--- src/rtl/q2_sequencer_if.sv ---
// Front-panel / state-code bundle between q2_sequencer and its neighbours.
//
// Signals
//   op2..op5  opcode bits from the instruction register (op2=1 indirect, op5=0 operand load)
//   run_sw    front-panel run switch (level, asynchronous)
//   step_btn  front-panel single-step button (asynchronous)
//   exam_btn  front-panel examine-next button (asynchronous)
//   dep_btn   front-panel deposit button (asynchronous)
//   s0..s3    processor state code
//   ws        write strobe, high in phase B of every state while running
//   halted    processor halted at a FETCH boundary
//   incp_db   one-clock pulse: front-panel increment of P
//   dep_sw    one-clock pulse: front-panel memory deposit
//
// Modports
//   master  the side that supplies opcode bits and panel inputs
//   slave   the sequencer itself
interface q2_sequencer_if;
    logic op2;
    logic op3;
    logic op4;
    logic op5;
    logic run_sw;
    logic step_btn;
    logic exam_btn;
    logic dep_btn;
    logic s0;
    logic s1;
    logic s2;
    logic s3;
    logic ws;
    logic halted;
    logic incp_db;
    logic dep_sw;

    modport master (
        output op2, op3, op4, op5,
        output run_sw, step_btn, exam_btn, dep_btn,
        input  s0, s1, s2, s3,
        input  ws, halted, incp_db, dep_sw
    );

    modport slave (
        input  op2, op3, op4, op5,
        input  run_sw, step_btn, exam_btn, dep_btn,
        output s0, s1, s2, s3,
        output ws, halted, incp_db, dep_sw
    );
endinterface

--- src/rtl/q2_sequencer.sv ---
// q2_sequencer: processor state-code and write-strobe generator for q2_control.
//
// Every instruction walks FETCH(0), LOAD(1), DEREF(2), EXEC(3) and the bit-serial ALU
// states 4..3+ALU_BITS, skipping states according to the live opcode bits. Each state
// lasts two clocks: phase A (ws=0) then phase B (ws=1); the state code advances on the
// edge that ends phase B. The machine can only stop at a FETCH boundary, where the
// front panel (run, single-step, examine, deposit) takes over.
//
// Ports
//   clk    system clock, rising edge
//   rst_n  asynchronous active-low reset
//   bus    q2_sequencer_if.slave: opcode bits, panel inputs, state code, ws, halted,
//          incp_db and dep_sw pulses
//
// Parameters
//   ALU_BITS     number of bit-serial ALU states per ALU instruction, 1..12
//   SYNC_STAGES  synchroniser depth on each panel input, at least 2
module q2_sequencer #(
    parameter int unsigned ALU_BITS    = 8,
    parameter int unsigned SYNC_STAGES = 2
) (
    input logic           clk,
    input logic           rst_n,
    q2_sequencer_if.slave bus
);

    localparam logic [3:0] StFetch = 4'd0;
    localparam logic [3:0] StLoad  = 4'd1;
    localparam logic [3:0] StDeref = 4'd2;
    localparam logic [3:0] StExec  = 4'd3;
    localparam logic [3:0] StAlu0  = 4'd4;

    // One bit wider than the state code so ALU_BITS=12 (last state 15) still compares cleanly.
    localparam logic [4:0] LastAlu = 5'(3 + ALU_BITS);

    typedef enum logic {
        PhA,
        PhB
    } phase_e;

    // Panel input bit positions inside the synchroniser vectors.
    localparam int unsigned InRun  = 0;
    localparam int unsigned InStep = 1;
    localparam int unsigned InExam = 2;
    localparam int unsigned InDep  = 3;

    // ------------------------------------------------------------------
    // Panel synchronisers and rising-edge detectors
    // ------------------------------------------------------------------
    logic [SYNC_STAGES-1:0][3:0] sync_q;
    logic [3:0]                  raw_in;
    logic [3:0]                  synced;
    logic [3:1]                  prev_q;

    logic run_sync;
    logic step_edge;
    logic exam_edge;
    logic dep_edge;

    assign raw_in = {bus.dep_btn, bus.exam_btn, bus.step_btn, bus.run_sw};
    assign synced = sync_q[SYNC_STAGES-1];

    always_ff @(posedge clk or negedge rst_n) begin
        if (!rst_n) begin
            sync_q <= '0;
            prev_q <= '0;
        end else begin
            sync_q <= {sync_q[SYNC_STAGES-2:0], raw_in};
            prev_q <= synced[3:1];
        end
    end

    assign run_sync  = synced[InRun];
    assign step_edge = synced[InStep] & ~prev_q[InStep];
    assign exam_edge = synced[InExam] & ~prev_q[InExam];
    assign dep_edge  = synced[InDep]  & ~prev_q[InDep];

    // ------------------------------------------------------------------
    // Sequencer state
    // ------------------------------------------------------------------
    logic [3:0] state_q, state_d;
    phase_e     phase_q, phase_d;
    logic       halted_q, halted_d;
    logic       step_q, step_d;
    logic       incp_q, incp_d;
    logic       dep_q, dep_d;

    logic [3:0] next_code;
    logic       illegal;
    logic       alu_op;

    // State register
    always_ff @(posedge clk or negedge rst_n) begin
        if (!rst_n) begin
            state_q  <= StFetch;
            phase_q  <= PhA;
            halted_q <= 1'b1;
            step_q   <= 1'b0;
            incp_q   <= 1'b0;
            dep_q    <= 1'b0;
        end else begin
            state_q  <= state_d;
            phase_q  <= phase_d;
            halted_q <= halted_d;
            step_q   <= step_d;
            incp_q   <= incp_d;
            dep_q    <= dep_d;
        end
    end

    // Instruction flow: which state follows the current one, using the live opcode bits.
    assign illegal = {1'b0, state_q} > LastAlu;
    assign alu_op  = (~bus.op3 & ~bus.op4) | ~bus.op5;

    always_comb begin
        next_code = StFetch;
        case (state_q)
            StFetch: begin
                if (!bus.op5) begin
                    next_code = StLoad;
                end else if (bus.op2) begin
                    next_code = StDeref;
                end else begin
                    next_code = StExec;
                end
            end
            StLoad:  next_code = bus.op2 ? StDeref : StExec;
            StDeref: next_code = StExec;
            StExec:  next_code = alu_op ? StAlu0 : StFetch;
            default: begin
                // ALU states; the last one wraps back to FETCH.
                if ({1'b0, state_q} == LastAlu) begin
                    next_code = StFetch;
                end else begin
                    next_code = state_q + 4'd1;
                end
            end
        endcase
    end

    // Next-state logic: phase stepping, halt/start and front-panel pulses.
    always_comb begin
        state_d  = state_q;
        phase_d  = phase_q;
        halted_d = halted_q;
        step_d   = step_q;
        incp_d   = 1'b0;
        dep_d    = 1'b0;

        if (illegal) begin
            // Recover to a clean instruction boundary; halted is left alone.
            state_d = StFetch;
            phase_d = PhA;
        end else if (halted_q) begin
            state_d = StFetch;
            phase_d = PhA;
            // Panel pulses win over start; a coincident step edge is lost, while a
            // still-set run switch gets another chance on the next clock.
            if (dep_edge) begin
                dep_d = 1'b1;
            end else if (exam_edge) begin
                incp_d = 1'b1;
            end else if (run_sync || step_edge) begin
                halted_d = 1'b0;
                step_d   = step_edge;
            end
        end else if (phase_q == PhA) begin
            phase_d = PhB;
        end else begin
            phase_d = PhA;
            state_d = next_code;
            // Stopping is only possible on entry to FETCH, so a dropped run switch
            // always lets the current instruction finish.
            if ((next_code == StFetch) && (!run_sync || step_q)) begin
                halted_d = 1'b1;
                step_d   = 1'b0;
            end
        end
    end

    // Outputs
    always_comb begin
        bus.s0      = state_q[0];
        bus.s1      = state_q[1];
        bus.s2      = state_q[2];
        bus.s3      = state_q[3];
        bus.ws      = (phase_q == PhB) && !halted_q;
        bus.halted  = halted_q;
        bus.incp_db = incp_q;
        bus.dep_sw  = dep_q;
    end

endmodule

--- src/flat_wrapper.sv ---
// flat-port wrapper written by rule: the top's interface ports become plain ports
module q2_sequencer_flat 
#(
    parameter int unsigned ALU_BITS    = 8,
    parameter int unsigned SYNC_STAGES = 2
)
  (clk, rst_n, bus_op2, bus_op3, bus_op4, bus_op5, bus_run_sw, bus_step_btn, bus_exam_btn, bus_dep_btn, bus_s0, bus_s1, bus_s2, bus_s3, bus_ws, bus_halted, bus_incp_db, bus_dep_sw);
  q2_sequencer_if bus_i ();
  input logic clk;
  input logic rst_n;
  input wire logic [$bits(bus_i.op2)-1:0] bus_op2;
  input wire logic [$bits(bus_i.op3)-1:0] bus_op3;
  input wire logic [$bits(bus_i.op4)-1:0] bus_op4;
  input wire logic [$bits(bus_i.op5)-1:0] bus_op5;
  input wire logic [$bits(bus_i.run_sw)-1:0] bus_run_sw;
  input wire logic [$bits(bus_i.step_btn)-1:0] bus_step_btn;
  input wire logic [$bits(bus_i.exam_btn)-1:0] bus_exam_btn;
  input wire logic [$bits(bus_i.dep_btn)-1:0] bus_dep_btn;
  output wire logic [$bits(bus_i.s0)-1:0] bus_s0;
  output wire logic [$bits(bus_i.s1)-1:0] bus_s1;
  output wire logic [$bits(bus_i.s2)-1:0] bus_s2;
  output wire logic [$bits(bus_i.s3)-1:0] bus_s3;
  output wire logic [$bits(bus_i.ws)-1:0] bus_ws;
  output wire logic [$bits(bus_i.halted)-1:0] bus_halted;
  output wire logic [$bits(bus_i.incp_db)-1:0] bus_incp_db;
  output wire logic [$bits(bus_i.dep_sw)-1:0] bus_dep_sw;
  assign bus_i.op2 = bus_op2;
  assign bus_i.op3 = bus_op3;
  assign bus_i.op4 = bus_op4;
  assign bus_i.op5 = bus_op5;
  assign bus_i.run_sw = bus_run_sw;
  assign bus_i.step_btn = bus_step_btn;
  assign bus_i.exam_btn = bus_exam_btn;
  assign bus_i.dep_btn = bus_dep_btn;
  assign bus_s0 = bus_i.s0;
  assign bus_s1 = bus_i.s1;
  assign bus_s2 = bus_i.s2;
  assign bus_s3 = bus_i.s3;
  assign bus_ws = bus_i.ws;
  assign bus_halted = bus_i.halted;
  assign bus_incp_db = bus_i.incp_db;
  assign bus_dep_sw = bus_i.dep_sw;
  q2_sequencer #(.ALU_BITS(ALU_BITS), .SYNC_STAGES(SYNC_STAGES)) u_core (.clk(clk), .rst_n(rst_n), .bus(bus_i));
endmodule
--- config.mk ---
export PLATFORM = sky130hd
export DESIGN_NAME = q2_sequencer_flat
export DESIGN_NICKNAME = d
export VERILOG_FILES = /design/src/rtl/q2_sequencer_if.sv /design/src/rtl/q2_sequencer.sv /design/src/flat_wrapper.sv
export SDC_FILE = /design/constraint.sdc
export NUM_CORES = 1
export LEC_CHECK = 0
export CAP_MARGIN = 20
export CELL_PAD_IN_SITES_DETAIL_PLACEMENT = 0
export CELL_PAD_IN_SITES_GLOBAL_PLACEMENT = 1
export CORE_MARGIN = 8
export CORE_UTILIZATION = 41
export DETAILED_ROUTE_END_ITERATION = 6
export PLACE_DENSITY = 0.79
export SYNTH_ARGS = -nofsm -noshare
export SYNTH_HDL_FRONTEND = slang
export SYNTH_SLANG_ARGS = --single-unit
--- constraint.sdc ---
create_clock -name clk -period 4.4 [get_ports clk]
set_input_delay 1.32 -clock clk [delete_from_list [all_inputs] [get_ports clk]]
set_output_delay 1.32 -clock clk [all_outputs]
set_load 0.1 [all_outputs]
==> summary.txt <==
Outcome
  • Status: complete, no violations

Routing
  • Violation count after the first detailed-routing iteration: 19
  • Vias per inst: 5.181
  • TritonRoute pass-1 iters: 4
  • Total vias in the final route: 658
  • Number of routed nets with antenna violations: 0
  • Total wire length: 1.778 mm
  • Routed WL per cell: 14.00 µm
  • Number of remaining DRC errors: 0

Floorplanning
  • Die outline height: 63.39 µm
  • Top Ports: 18
  • Starting utilization of the core area: 42.45%
  • Die area: 4018 µm²
  • Width of the chip: 63.39 µm
  • Row Count: 17
  • Core box area: 2170 µm²

Logic synthesis
  • Nets in the synthesized netlist: 94
  • Portion of the post-synthesis area used by sequential elements: 54.48%
  • Register bit count reported by yosys: 20
  • Number of distinct library cell variants in the gate-level netlist after synthesis: 36
  • Cells after Synth: 80
  • Area of the mapped netlist: 920.9 µm²
  • Number of synthesis warnings: 0
  • Avg Synthesized Cell Area: 11.51 µm²

Timing
  • Final hold viol count: 0
  • Worst slew pin tran: 983.3 ps
  • Worst hold-check slack: 353.4 ps
  • Peak clock frequency supported by timing: 285.2 MHz
  • RSZ-0062 raised after global routing: no
  • Setup tns final: 0 ps
  • Part of the cycle the worst path needs: 79.68%
  • Worst clock skew on the final layout: 13.07 ps
  • Clock period minus final worst setup slack: 3506 ps
  • Setup violations, final: 0
  • Max-slew headroom: 34.24%
  • Final Max Tran Viols: 0

CTS
  • CTS Hold Bufs: 0
  • Post-cts sizing count: 0
  • TritonCTS clock tree: done
  • Max H-tree Level: 1
  • Root buffer cell: clkbuf_4
  • Clock slew at the register clock pins of the worst setup and hold paths: 110 ps
  • Postcts setup bufs: 0
  • Worst-case clock buffer depth: 2
  • Number of clock sinks: 20
  • Latest clock arrival within the worst-skew pair: 300 ps
  • Number of CTS-inserted buffers: 3

Finish
  • N_diodes: 0
  • # nets final: 114
  • Fraction of final layout cells sized beyond drive strength 1: 9.091%
  • Number of fill cells: 199
  • Commonest cells after routing, fill and taps aside: 19 x dfrtp_1, 17 x clkdlybuf4s50_1, 8 x nor2_1
  • Utilization after layout: 52.71%
  • Total non-filler cell area in the finished layout: 1144 µm²
  • Most common cell after layout, fill and taps aside: dfrtp_1
  • Layout Area Growth over Synthesis: 24.19%

Critical path
  • CP cell instances: inv_1, nor2_1, clkdlybuf4s50_1
  • Top fanout value on the critical path: 7
  • Worst r2r path cells: 6
  • Critical Path Source Type: register
  • Family of cells with the greatest summed delay on the critical path: buffers and inverters
  • Reg2Reg Launch Point: u_core.state_q[0]
  • CP bufs+invs: 2
  • WP data arrival: 2190 ps
  • Startpoint of the most critical setup path: u_core.phase_q
  • Worst Path Required: 3080 ps
  • CP max-delay cell: clkdlybuf4s50_1
  • CP max stage delay: 1160 ps
  • Reg-to-Reg End: u_core.step_q
  • Endpoint class of the critical path: primary output
  • Path type of the worst setup path: reg2out
  • Worst reg2reg setup slack: 2470 ps

Hold path
  • Endpoint of the worst hold path: u_core.synced[3]
  • Min-Delay Startpoint: u_core.sync_q[3]
  • Hold path depth: 0
  • Path class of the lowest-slack min-delay path: reg2reg

GRT
  • Initial antenna violation count: 0
  • Wire length of the first global-routing pass: 3.139 mm
  • Largest net degree at the start of global routing: 21
  • Vias in the first global route: 678
  • Remaining global-route overflow: 0
  • Total global-route track usage: 9.515%

Place
  • Total cell area at the placement stage: 1107 µm²
  • Post-DP HPWL: 1.407 mm
  • Last weighted congestion value of the routability-driven placer: 0.8104
  • Quantity of I/O buffers inserted on ports: 17

Run
  • Reported max-cap violation count: 0
-- synthesized netlist by cell type --
master      n  area (µm²)
a211oi_1    3       22.52
a21oi_1     1       5.000
a221o_2     1       11.26
a222oi_1    1       10.01
a22o_1      1       8.760
a31oi_1     1       6.260
a31oi_2     1       12.51
a32oi_1     1       8.760
a41oi_1     1       8.760
and2_1      1       6.260
and4_1      1       8.760
and4b_1     1       10.01
buf_4       1       7.510
buf_6       1       11.26
dfrtp_1    19       475.5
dfstp_2     1       26.28
ha_1        4       50.05
inv_1       6       22.52
nand2_1     5       18.77
nand2b_1    5       31.28
nand3_1     1       5.000
nor2_1      8       30.03
nor2b_1     1       6.260
nor3_1      1       5.000
nor3b_1     2       15.01
nor4bb_1    1       10.01
o2111ai_1   1       8.760
o211ai_1    1       7.510
o21a_1      1       7.510
o21ai_0     1       5.000
o311a_2     1       11.26
o311ai_0    1       8.760
o31ai_1     1       7.510
o31ai_2     1       12.51
o32a_1      1       10.01
or3b_1      1       8.760
-- routing by layer --
layer	part of all wire [%]	vias to the layer above	GRT usage, %
met5	0	-	0
li1	-	332	-
met4	1.1	0	2.507
met1	47	312	11.91
met3	4.7	2	3.534
met2	47	12	14.96
-- final cells by class --
cell class                      count  area (µm²)  area share [%]
Clock buffer                        4       36.28           3.173
Inverter                            6       22.52           1.969
Multi-Input combinational cell     52       377.9           33.04
Sequential cell                    20       501.7           43.87
Tap cell                           28       35.03           3.063
Timing Repair Buffer               17       170.2           14.88
-- how the worst max path moves through the flow --
| stage | to | cells past startpoint |
|---|---|---|
| 6_report | bus_ws | 3 |
| 5_1_grt | bus_ws | 3 |
| 4_1_cts | bus_ws | 3 |
| 3_5_place_dp | bus_ws | 3 |
| 3_3_place_gp | bus_ws | 3 |
| 2_1_floorplan | bus_ws | 1 |
-- worst register-to-register path: stages, from the launching register on --
cell and delay, ps:
dfrtp_1 450, inv_1 150, ha_1 230, nor2_1 70, a221o_2 360, a22o_1 230, o32a_1 360
-- cells by family after synthesis --
logic type	count (synthesis)	share of synthesized area (%)
buffers and inverters	8	4.484
adders and majority gates	4	5.435
DFF	20	54.48
and+or+nand+nor	28	16.85
AOI/OAI and AO/OA	20	18.75
-- through the flow --
step | worst slack, ps | std cells
detailed placement | 1228 | 123
global route | 788.9 | 127
floorplan | 1174 | 80
CTS | 896.4 | 127
global placement | 1272 | 123
finish | 894.1 | 127
-- registers in the layout, summed over array words and instances, names as in the netlist --
name                count
u_core.prev_q           3
u_core.state_q          4
u_core.phase_q          1
u_core.sync_q           4
u_core.bus.dep_sw       1
u_core.bus.incp_db      1
u_core.bus.halted       1
u_core.step_q           1
u_core.synced           4
Power is not shown: default switching activity piles up to over one toggle a cycle in this logic, so the estimate is an artifact.
